--- config.mk ---
export PLATFORM = sky130hd
export DESIGN_NAME = alu_muldiv_sequencer_flat
export DESIGN_NICKNAME = d
export VERILOG_FILES = /design/src/rtl/alu_muldiv_sequencer_pkg.sv /design/src/rtl/alu_muldiv_sequencer_if.sv /design/src/rtl/alu_muldiv_sequencer_alu.sv /design/src/rtl/alu_muldiv_sequencer.sv /design/src/flat_wrapper.sv
export SDC_FILE = /design/constraint.sdc
export NUM_CORES = 1
export LEC_CHECK = 0
export BUFFER_PORTS_ARGS = -buffer_cell sky130_fd_sc_hd__buf_2
export CAP_MARGIN = 20
export CORE_ASPECT_RATIO = 1.4
export CORE_MARGIN = 1.5
export CORE_UTILIZATION = 49
export DETAILED_ROUTE_END_ITERATION = 6
export PLACE_DENSITY = 0.68
export SETUP_SLACK_MARGIN = 0.2
export SYNTH_ARGS = -nofsm -noshare
export SYNTH_HDL_FRONTEND = slang
export SYNTH_SLANG_ARGS = --single-unit
export TNS_END_PERCENT = 50
--- constraint.sdc ---
create_clock -name clk -period 5.33 [get_ports clk]
set_input_delay 0.533 -clock clk [delete_from_list [all_inputs] [get_ports clk]]
set_output_delay 0.533 -clock clk [all_outputs]
set_load 0.01 [all_outputs]
--- src/rtl/alu_muldiv_sequencer_pkg.sv ---
// Shared constants, state encoding and error-outcome helpers for the
// multi-cycle MUL/DIV sequencer built around a single Hack ALU.
package alu_muldiv_sequencer_pkg;

    localparam int WIDTH = 16;
    localparam int CNT_W = 4;

    // Hack ALU control word, bit order {zx, nx, zy, ny, f, no}
    localparam logic [5:0] CW_ADD  = 6'b000010;
    localparam logic [5:0] CW_SUB  = 6'b010011;
    localparam logic [5:0] CW_IDLE = 6'b101010;

    localparam logic [1:0] OP_MUL = 2'b00;
    localparam logic [1:0] OP_DIV = 2'b01;

    typedef enum logic [1:0] {
        ST_IDLE = 2'b00,
        ST_RUN  = 2'b01,
        ST_DONE = 2'b10
    } state_t;

    typedef struct packed {
        logic [WIDTH-1:0] result;
        logic [WIDTH-1:0] remainder;
    } outcome_t;

    function automatic logic is_error_op(input logic [1:0] op,
                                         input logic [WIDTH-1:0] a,
                                         input logic [WIDTH-1:0] b);
        logic bad;
        if (op == OP_MUL) begin
            bad = 1'b0;
        end else if (op == OP_DIV) begin
            bad = (b == '0) || a[WIDTH-1] || b[WIDTH-1];
        end else begin
            bad = 1'b1;
        end
        return bad;
    endfunction

    // Division by zero reports all-ones quotient and passes the dividend back
    function automatic outcome_t error_outcome(input logic [1:0] op,
                                               input logic [WIDTH-1:0] a,
                                               input logic [WIDTH-1:0] b);
        outcome_t o;
        o.result    = '0;
        o.remainder = '0;
        if (op == OP_DIV && b == '0) begin
            o.result    = '1;
            o.remainder = a;
        end
        return o;
    endfunction

endpackage

--- src/rtl/alu_muldiv_sequencer_if.sv ---
// START/DONE coprocessor bus between the CPU side and the MUL/DIV sequencer.
interface alu_muldiv_sequencer_if;
    import alu_muldiv_sequencer_pkg::*;

    logic             start;
    logic [1:0]       op;
    logic [WIDTH-1:0] a;
    logic [WIDTH-1:0] b;
    logic [WIDTH-1:0] result;
    logic [WIDTH-1:0] remainder;
    logic             zr;
    logic             ng;
    logic             busy;
    logic             done;
    logic             err;

    modport master (
        output start, op, a, b,
        input  result, remainder, zr, ng, busy, done, err
    );

    modport slave (
        input  start, op, a, b,
        output result, remainder, zr, ng, busy, done, err
    );

endinterface

--- src/rtl/alu_muldiv_sequencer_alu.sv ---
// Combinational Hack ALU: optional zero/negate of each input, add or AND,
// optional negate of the output.
module alu_muldiv_sequencer_alu
    import alu_muldiv_sequencer_pkg::*;
(
    input  logic [WIDTH-1:0] x,
    input  logic [WIDTH-1:0] y,
    input  logic [5:0]       cw,
    output logic [WIDTH-1:0] out,
    output logic             ng
);

    logic [WIDTH-1:0] x_z, x_n, y_z, y_n, f_out;

    assign x_z   = cw[5] ? '0 : x;
    assign x_n   = cw[4] ? ~x_z : x_z;
    assign y_z   = cw[3] ? '0 : y;
    assign y_n   = cw[2] ? ~y_z : y_z;
    assign f_out = cw[1] ? (x_n + y_n) : (x_n & y_n);
    assign out   = cw[0] ? ~f_out : f_out;
    assign ng    = out[WIDTH-1];

endmodule

--- src/rtl/alu_muldiv_sequencer.sv ---
// Shift-add multiply and restoring divide sequenced over 16 iterations of a
// single Hack ALU; illegal requests bypass RUN and report ERR one cycle later.
module alu_muldiv_sequencer
    import alu_muldiv_sequencer_pkg::*;
(
    input  logic clk,
    input  logic rst_n,
    alu_muldiv_sequencer_if.slave bus
);

    state_t state, state_next;

    logic             err_pend;
    logic [1:0]       op_reg;
    logic [CNT_W-1:0] cnt;
    logic [WIDTH-1:0] acc, mc, mp;
    logic [WIDTH-1:0] rem, q, d;
    logic [WIDTH-1:0] result_r, remainder_r;
    logic             zr_r, ng_r, err_r;

    logic [WIDTH-1:0] alu_x, alu_y, alu_out;
    logic [5:0]       alu_cw;
    logic             alu_ng;

    logic             accept, start_err, finish_err, last_iter, is_mul;
    logic [WIDTH-1:0] rs, acc_next, rem_next, q_next;
    logic [WIDTH-1:0] fin_res, fin_rem;
    outcome_t         err_out;

    assign is_mul     = (op_reg == OP_MUL);
    assign accept     = (state == ST_IDLE) && !err_pend && bus.start;
    assign start_err  = is_error_op(bus.op, bus.a, bus.b);
    assign finish_err = (state == ST_IDLE) && err_pend;
    assign last_iter  = (state == ST_RUN) && (cnt == CNT_W'(15));

    assign rs       = {rem[WIDTH-2:0], q[WIDTH-1]};
    assign acc_next = mp[0] ? alu_out : acc;
    assign rem_next = alu_ng ? rs : alu_out;
    assign q_next   = {q[WIDTH-2:0], ~alu_ng};
    assign fin_res  = is_mul ? acc_next : q_next;
    assign fin_rem  = is_mul ? '0 : rem_next;
    assign err_out  = error_outcome(op_reg, q, d);

    always_comb begin
        alu_x  = '0;
        alu_y  = '0;
        alu_cw = CW_IDLE;
        if (state == ST_RUN) begin
            if (is_mul) begin
                alu_x  = acc;
                alu_y  = mc;
                alu_cw = CW_ADD;
            end else begin
                alu_x  = rs;
                alu_y  = d;
                alu_cw = CW_SUB;
            end
        end
    end

    alu_muldiv_sequencer_alu u_alu (
        .x   (alu_x),
        .y   (alu_y),
        .cw  (alu_cw),
        .out (alu_out),
        .ng  (alu_ng)
    );

    always_ff @(posedge clk or negedge rst_n) begin
        if (!rst_n) begin
            state <= ST_IDLE;
        end else begin
            state <= state_next;
        end
    end

    // Error requests wait one cycle in IDLE (err_pend) so ERR lands with DONE
    always_comb begin
        state_next = state;
        unique case (state)
            ST_IDLE: begin
                if (err_pend) begin
                    state_next = ST_DONE;
                end else if (bus.start && !start_err) begin
                    state_next = ST_RUN;
                end
            end
            ST_RUN: begin
                if (cnt == CNT_W'(15)) begin
                    state_next = ST_DONE;
                end
            end
            ST_DONE: state_next = ST_IDLE;
            default: state_next = ST_IDLE;
        endcase
    end

    always_ff @(posedge clk or negedge rst_n) begin
        if (!rst_n) begin
            err_pend    <= 1'b0;
            op_reg      <= '0;
            cnt         <= '0;
            acc         <= '0;
            mc          <= '0;
            mp          <= '0;
            rem         <= '0;
            q           <= '0;
            d           <= '0;
            result_r    <= '0;
            remainder_r <= '0;
            zr_r        <= 1'b0;
            ng_r        <= 1'b0;
            err_r       <= 1'b0;
        end else if (accept) begin
            op_reg   <= bus.op;
            cnt      <= '0;
            err_r    <= 1'b0;
            err_pend <= start_err;
            acc      <= '0;
            mc       <= bus.a;
            mp       <= bus.b;
            rem      <= '0;
            q        <= bus.a;
            d        <= bus.b;
        end else if (finish_err) begin
            err_pend    <= 1'b0;
            err_r       <= 1'b1;
            result_r    <= err_out.result;
            remainder_r <= err_out.remainder;
            zr_r        <= (err_out.result == '0);
            ng_r        <= err_out.result[WIDTH-1];
        end else if (state == ST_RUN) begin
            cnt <= cnt + CNT_W'(1);
            if (is_mul) begin
                acc <= acc_next;
                mc  <= mc << 1;
                mp  <= mp >> 1;
            end else begin
                rem <= rem_next;
                q   <= q_next;
            end
            if (last_iter) begin
                result_r    <= fin_res;
                remainder_r <= fin_rem;
                zr_r        <= (fin_res == '0);
                ng_r        <= fin_res[WIDTH-1];
            end
        end
    end

    assign bus.result    = result_r;
    assign bus.remainder = remainder_r;
    assign bus.zr        = zr_r;
    assign bus.ng        = ng_r;
    assign bus.err       = err_r;
    assign bus.busy      = (state == ST_RUN);
    assign bus.done      = (state == ST_DONE);

endmodule

--- src/flat_wrapper.sv ---
// flat-port wrapper written by rule: the top's interface ports become plain ports
module alu_muldiv_sequencer_flat import alu_muldiv_sequencer_pkg::*;
  (clk, rst_n, bus_start, bus_op, bus_a, bus_b, bus_result, bus_remainder, bus_zr, bus_ng, bus_busy, bus_done, bus_err);
  alu_muldiv_sequencer_if bus_i ();
  input  logic clk;
  input  logic rst_n;
  input wire logic [$bits(bus_i.start)-1:0] bus_start;
  input wire logic [$bits(bus_i.op)-1:0] bus_op;
  input wire logic [$bits(bus_i.a)-1:0] bus_a;
  input wire logic [$bits(bus_i.b)-1:0] bus_b;
  output wire logic [$bits(bus_i.result)-1:0] bus_result;
  output wire logic [$bits(bus_i.remainder)-1:0] bus_remainder;
  output wire logic [$bits(bus_i.zr)-1:0] bus_zr;
  output wire logic [$bits(bus_i.ng)-1:0] bus_ng;
  output wire logic [$bits(bus_i.busy)-1:0] bus_busy;
  output wire logic [$bits(bus_i.done)-1:0] bus_done;
  output wire logic [$bits(bus_i.err)-1:0] bus_err;
  assign bus_i.start = bus_start;
  assign bus_i.op = bus_op;
  assign bus_i.a = bus_a;
  assign bus_i.b = bus_b;
  assign bus_result = bus_i.result;
  assign bus_remainder = bus_i.remainder;
  assign bus_zr = bus_i.zr;
  assign bus_ng = bus_i.ng;
  assign bus_busy = bus_i.busy;
  assign bus_done = bus_i.done;
  assign bus_err = bus_i.err;
  alu_muldiv_sequencer u_core (.clk(clk), .rst_n(rst_n), .bus(bus_i));
endmodule
# Yosys cells after proc, flatten, opt, wreduce, memory -nomap -nowiden
# Cells that the tools add are included.
# totals
inputBits	37
register_bits	139
# classes
reduce_logical	27
n_mux	62
n_bitwise	6
eq_ne	9
n_addsub	2
# ops
op	n
16-bit 2-to-1 mux	36
16-bit logical NOT	4
15-bit 2-to-1 mux	4
16-bit inverter	3
32-bit 2-to-1 mux	1
16-bit adder	1
16-bit AND	1
1-bit 2-to-1 mux	12
4-bit 2-to-1 mux	3
2-bit nonzero test	5
3-bit AND reduction	3
2-bit by 1-bit equality test with 1-bit output, second input constant	3
1-bit logical AND	6
2-bit logical NOT	3
2-bit 2-to-1 mux	3
6-bit 2-to-1 mux	1
2-bit by 1-bit inequality test with 1-bit output, second input constant	3
5-bit 2-to-1 mux	1
4-bit by 1-bit adder with 4-bit output, second input constant	1
4-bit equality test, second input constant	1
2-bit case mux with 2 select lines	1
2-bit AND reduction	2
3-bit by 2-bit inequality test with 1-bit output, second input constant	1
2-bit equality test, second input constant	1
3 further kinds	6

# Logic depth before layout (Yosys ltp)
# depth
ltp_word	16
depth_mapped	20
mapped_depth_nobuf	15

# Cells and area by module
# From an unflattened synthesis, not the netlist that was laid out.
# unflattened
cells_unflattened	1027
area_unflattened_um2	8630.8
# by_module_without_submodules
module	cells_per_inst	seq_area_each_um2	instances	area_per_inst_um2
alu_muldiv_sequencer	814	3453.3	1	6955.4
alu_muldiv_sequencer_alu	213	0.0	1	1675.4

# Worst setup path before layout
# Ideal clock, no wire load.
# synth_path
path_kind	register to register
from	reg u_core.op_reg[1]
to	reg u_core.zr_r (netlist: u_core.bus.zr)
setup_ps	96
stages_incl_launch_ff	21
slack_ps	509
synth_period_minus_slack_ps	4821
t_arrival_ps	4725
path_cell_list	dfrtp_1 -> or2_0 -> clkbuf_1 -> clkbuf_1 -> clkbuf_1 -> buf_1 -> clkbuf_1 -> nand2_1 -> a21oi_1 -> ha_1 -> inv_1 -> fa_1 -> nand2b_1 -> a21oi_1 -> xor2_1 -> mux2_2 -> mux2i_1 -> and4_1 -> or4b_1 -> or4b_1 -> o31ai_1
# synth_between
elab_chain_cells	16
elab_cells_between_ends	29
cone_classes	1 x add/sub; 1 x eq/ne; 18 x mux; 5 x bitwise; 4 x reduce/logical
# synth_lines
element	line_no	source
start: declaration	alu_muldiv_sequencer.sv:14	logic [1:0] op_reg;
start signal: assignment	alu_muldiv_sequencer.sv:115	op_reg <= bus.op;
2-bit logical NOT	alu_muldiv_sequencer.sv:30	assign is_mul = (op_reg == OP_MUL);
16-bit 2-to-1 mux	alu_muldiv_sequencer.sv:49	if (is_mul) begin
16-bit 2-to-1 mux	alu_muldiv_sequencer.sv:48	if (state == ST_RUN) begin
16-bit 2-to-1 mux (on tied branches)	alu_muldiv_sequencer_alu.sv:15, alu_muldiv_sequencer_alu.sv:17	
16-bit inverter (on tied branches)	alu_muldiv_sequencer_alu.sv:16, alu_muldiv_sequencer_alu.sv:18	
16-bit 2-to-1 mux (on tied branches)	alu_muldiv_sequencer_alu.sv:16, alu_muldiv_sequencer_alu.sv:18	
16-bit adder or 16-bit AND (tied branches)	alu_muldiv_sequencer_alu.sv:19	assign f_out = cw[1] ? (x_n + y_n) : (x_n & y_n);
16-bit 2-to-1 mux	alu_muldiv_sequencer_alu.sv:19	
16-bit inverter	alu_muldiv_sequencer_alu.sv:20	assign out = cw[0] ? ~f_out : f_out;
16-bit 2-to-1 mux	alu_muldiv_sequencer_alu.sv:20	
16-bit 2-to-1 mux or 1-bit inverter (tied branches)	alu_muldiv_sequencer.sv:37, alu_muldiv_sequencer.sv:39	
16-bit 2-to-1 mux	alu_muldiv_sequencer.sv:40	assign fin_res = is_mul ? acc_next : q_next;
16-bit logical NOT	alu_muldiv_sequencer.sv:145	zr_r <= (fin_res == '0);
1-bit 2-to-1 mux	alu_muldiv_sequencer.sv:142	if (last_iter) begin
1-bit 2-to-1 mux	alu_muldiv_sequencer.sv:132	end else if (state == ST_RUN) begin
1-bit 2-to-1 mux (*)	alu_muldiv_sequencer.sv:125	end else if (finish_err) begin
end signal: assignment	alu_muldiv_sequencer.sv:130	zr_r <= (err_out.result == '0);
end signal: assignment	alu_muldiv_sequencer.sv:145	
end: declaration	alu_muldiv_sequencer.sv:19	logic zr_r, ng_r, err_r;
# Mark *: on every way between the ends. The rest lies on a longest branch, timed or not. The select of a mux whose other input is x is not followed.
# A chain may end at the register's enable or synchronous reset.

# Worst setup path after layout
# Ends and elaborated chain as after synthesis.

==> flow_metrics.tcl <==
set metrics [dict create \
    start_kind "register" \
    std_cell_rows 53 \
    arrival_ns 4.73 \
    num_vias 6836 \
    reg2regPathDepth 14 \
    place_inst 1084 \
    clk_pin_slew_ns 0.06 \
    design.core.area_sq_mm 0.0151 \
    htreeDepth 4 \
    drive_gt1_share_pct 15.2 \
    critPathMaxFanout 24 \
    nets 965 \
    critPathKind "reg -> reg" \
    yosys_register_bits 138 \
    clockBufferDepth 2 \
    worstMarginPinSlew_ns 1.03 \
    die_area_sq_mm 0.0164 \
    grt_max_degree 97 \
    power.leakage_nw 4.19 \
    wl_microns 23300 \
    critPathCaptureType "register" \
    area_delta_synth_final_pct 14.2 \
    cts_buffers 17 \
    slew-limit-headroom_pct 31.4 \
    timing.rr.end "u_core.bus.zr" \
    crit_end "u_core.bus.zr" \
    outcome "complete, no violations" \
    worstHoldPathType "in -> async" \
    drtAntennaViolNets 0 \
    hold_violations 0 \
    async_reset_ff_share_pct 100 \
    gp_congestion 0.961 \
    drtPass1Iterations 7 \
    start_util_pct 50.7 \
    clock_sinks 138 \
    setup_ws_ns 0.936 \
    die_y_microns 151 \
    syn_area_per_cell_sq_um 8.83 \
    grt_pass1_wl_microns 36800 \
    grt.total_usage_pct 30.2 \
    rsz0062_at_grt "false" \
    cp.required_ns 5.66 \
    final_cells 1115 \
    r2r_slack_ns 0.94 \
    totalPowerFinal_mw 6.51 \
    cp-startpoint "u_core.op_reg[1]" \
    final_common_cell "nand2_1" \
    crit-reg2reg-launch "u_core.op_reg[1]" \
    final_core_util_pct 57.9 \
    port_buffers 73 \
    grt_remaining_overflow 0 \
    powerDensity_mw_per_mm2 745 \
    hpwl_microns 16500 \
    layout_common_cells "nand2_1, dfrtp_1, buf_2, nor2_1, a21oi_1" \
    finClkSkew_ns 0.0118 \
    dpl_worst_slack_ns 1.02 \
    syn_nets 921 \
    first_iter_violations 526 \
    drc_errors 0 \
    cts_root_buffer "clkbuf_16" \
    wl_per_cell_microns 20.9 \
    synth_edf_count 0 \
    fin_crit_sh_pct 82.4 \
    cts_tree "yes" \
    syn_area_sq_mm 0.00766 \
    setup_viol_count_final 0 \
    ys_warn_count 0 \
    die_w_microns 109 \
    cap_violations 0 \
    cts_resized 0 \
    tns_ns 0 \
    antenna_found_initial 0 \
    finalMaxSlewViolations 0 \
    io-pin-count 74 \
    antennaDiodeCount 0 \
    cts_hold_buf 0 \
    grt_pass1_vias 6841 \
    post-cts-setup-buffers 0 \
    netlist_instances 867 \
    yosysUniqueCellTypes 68 \
    via_per_inst 6.13 \
    n_fill_cell 1394 \
    fmax_mhz 228 \
    insertion_delay_ns 0.43 \
    ys_seq_area_share_pct 45.1 \
    synthFlopType "dfrtp_1" \
    vdd_drop_max_uv 404 \
    fin_crit_ns 4.39 \
]
[per-stage QoR]
stage	area, sq um	hold WS (ns)
2_1_floorplan	7660	0.237
3_5_place_dp	8160	0.457
3_3_place_gp	8160	0.452
5_1_grt	8750	0.276
4_1_cts	8750	0.232
6_report	8750	0.182
[area by class of cell]
type	instances	area [sq um]	area share, %
tap	192	240	2.75
inverter	9	33.8	0.386
timing repair buffer	89	492	5.62
clock buffer	17	425	4.86
sequential	138	3450	39.5
clock inverter	14	160	1.83
multi-input combinational	656	3940	45.1
[Yosys cell counts (4+ instances only)]
cell	count	area, sq um
a211oi_1	20	150
a21o_1	8	60.1
a21oi_1	65	325
a221o_1	28	280
a22oi_1	19	143
a31oi_1	9	56.3
and2_1	16	100
and3_1	10	62.6
buf_1	5	18.8
clkbuf_1	54	203
dfrtp_1	138	3450
ha_1	16	200
inv_1	9	33.8
mux2_2	4	45.0
mux2i_1	20	200
nand2_1	188	706
nand2b_1	5	31.3
nand3_1	23	115
nand4_1	5	31.3
nor2_1	69	259
nor3_1	7	35.0
nor4_1	8	50.1
o21a_1	4	30.0
o21ai_0	35	175
o22a_1	13	114
xnor2_1	17	149
xor2_1	10	87.6
[worst min-delay path by stage]
| stage | to | slack, ns |
|---|---|---|
| final | u_core.acc[12] | 0.18 |
| after global routing | u_core.rem[11] | 0.28 |
| after CTS | u_core.rem[11] | 0.23 |
| after detailed placement | u_core.mp[14] | 0.46 |
| after global placement | u_core.mp[14] | 0.45 |
| after floorplan | u_core.acc[0] | 0.24 |
[where the power goes]
| part | total, mW | switching [mW] | internal, mW |
|---|---|---|---|
| sequential | 2.02 | 0.477 | 1.54 |
| clock | 1.19 | 0.492 | 0.697 |
| combinational | 3.31 | 2.04 | 1.27 |
| total | 6.51 | 3.01 | 3.51 |
[critical path: stages, from the launching register on]
cell,delay (ns)
dfrtp_1,0.45
or2_2,0.52
buf_4,0.30
mux2i_1,0.14
nand2b_1,0.18
fa_1,0.43
nand2b_1,0.19
a211oi_1,0.33
nor2_1,0.11
xnor2_1,0.17
mux2i_1,0.14
o21ai_0,0.17
or4b_1,0.53
or4b_1,0.53
o31ai_1,0.08
[cell families (layout without fill, tap and decap cells)]
group	count (synthesis)	in the layout	share of synthesized area (%)
AO/OA/AOI/OAI	232	232	21.0
multiplexers	24	24	3.20
flip-flops	138	138	45.1
AND/OR/NAND/NOR	355	355	20.6
adder cells (fa/ha/maj)	17	17	2.88
XOR/XNOR	28	28	3.38
buffers and inverters	73	129	3.89
[metal layers]
metal  GRT usage (%)  wire length, microns
met1            37.1                  9280
met2            49.7                 11400
met3            5.55                  1460
met4            16.8                  1110
met5               0                     0
(Power assumes the default switching activity.)
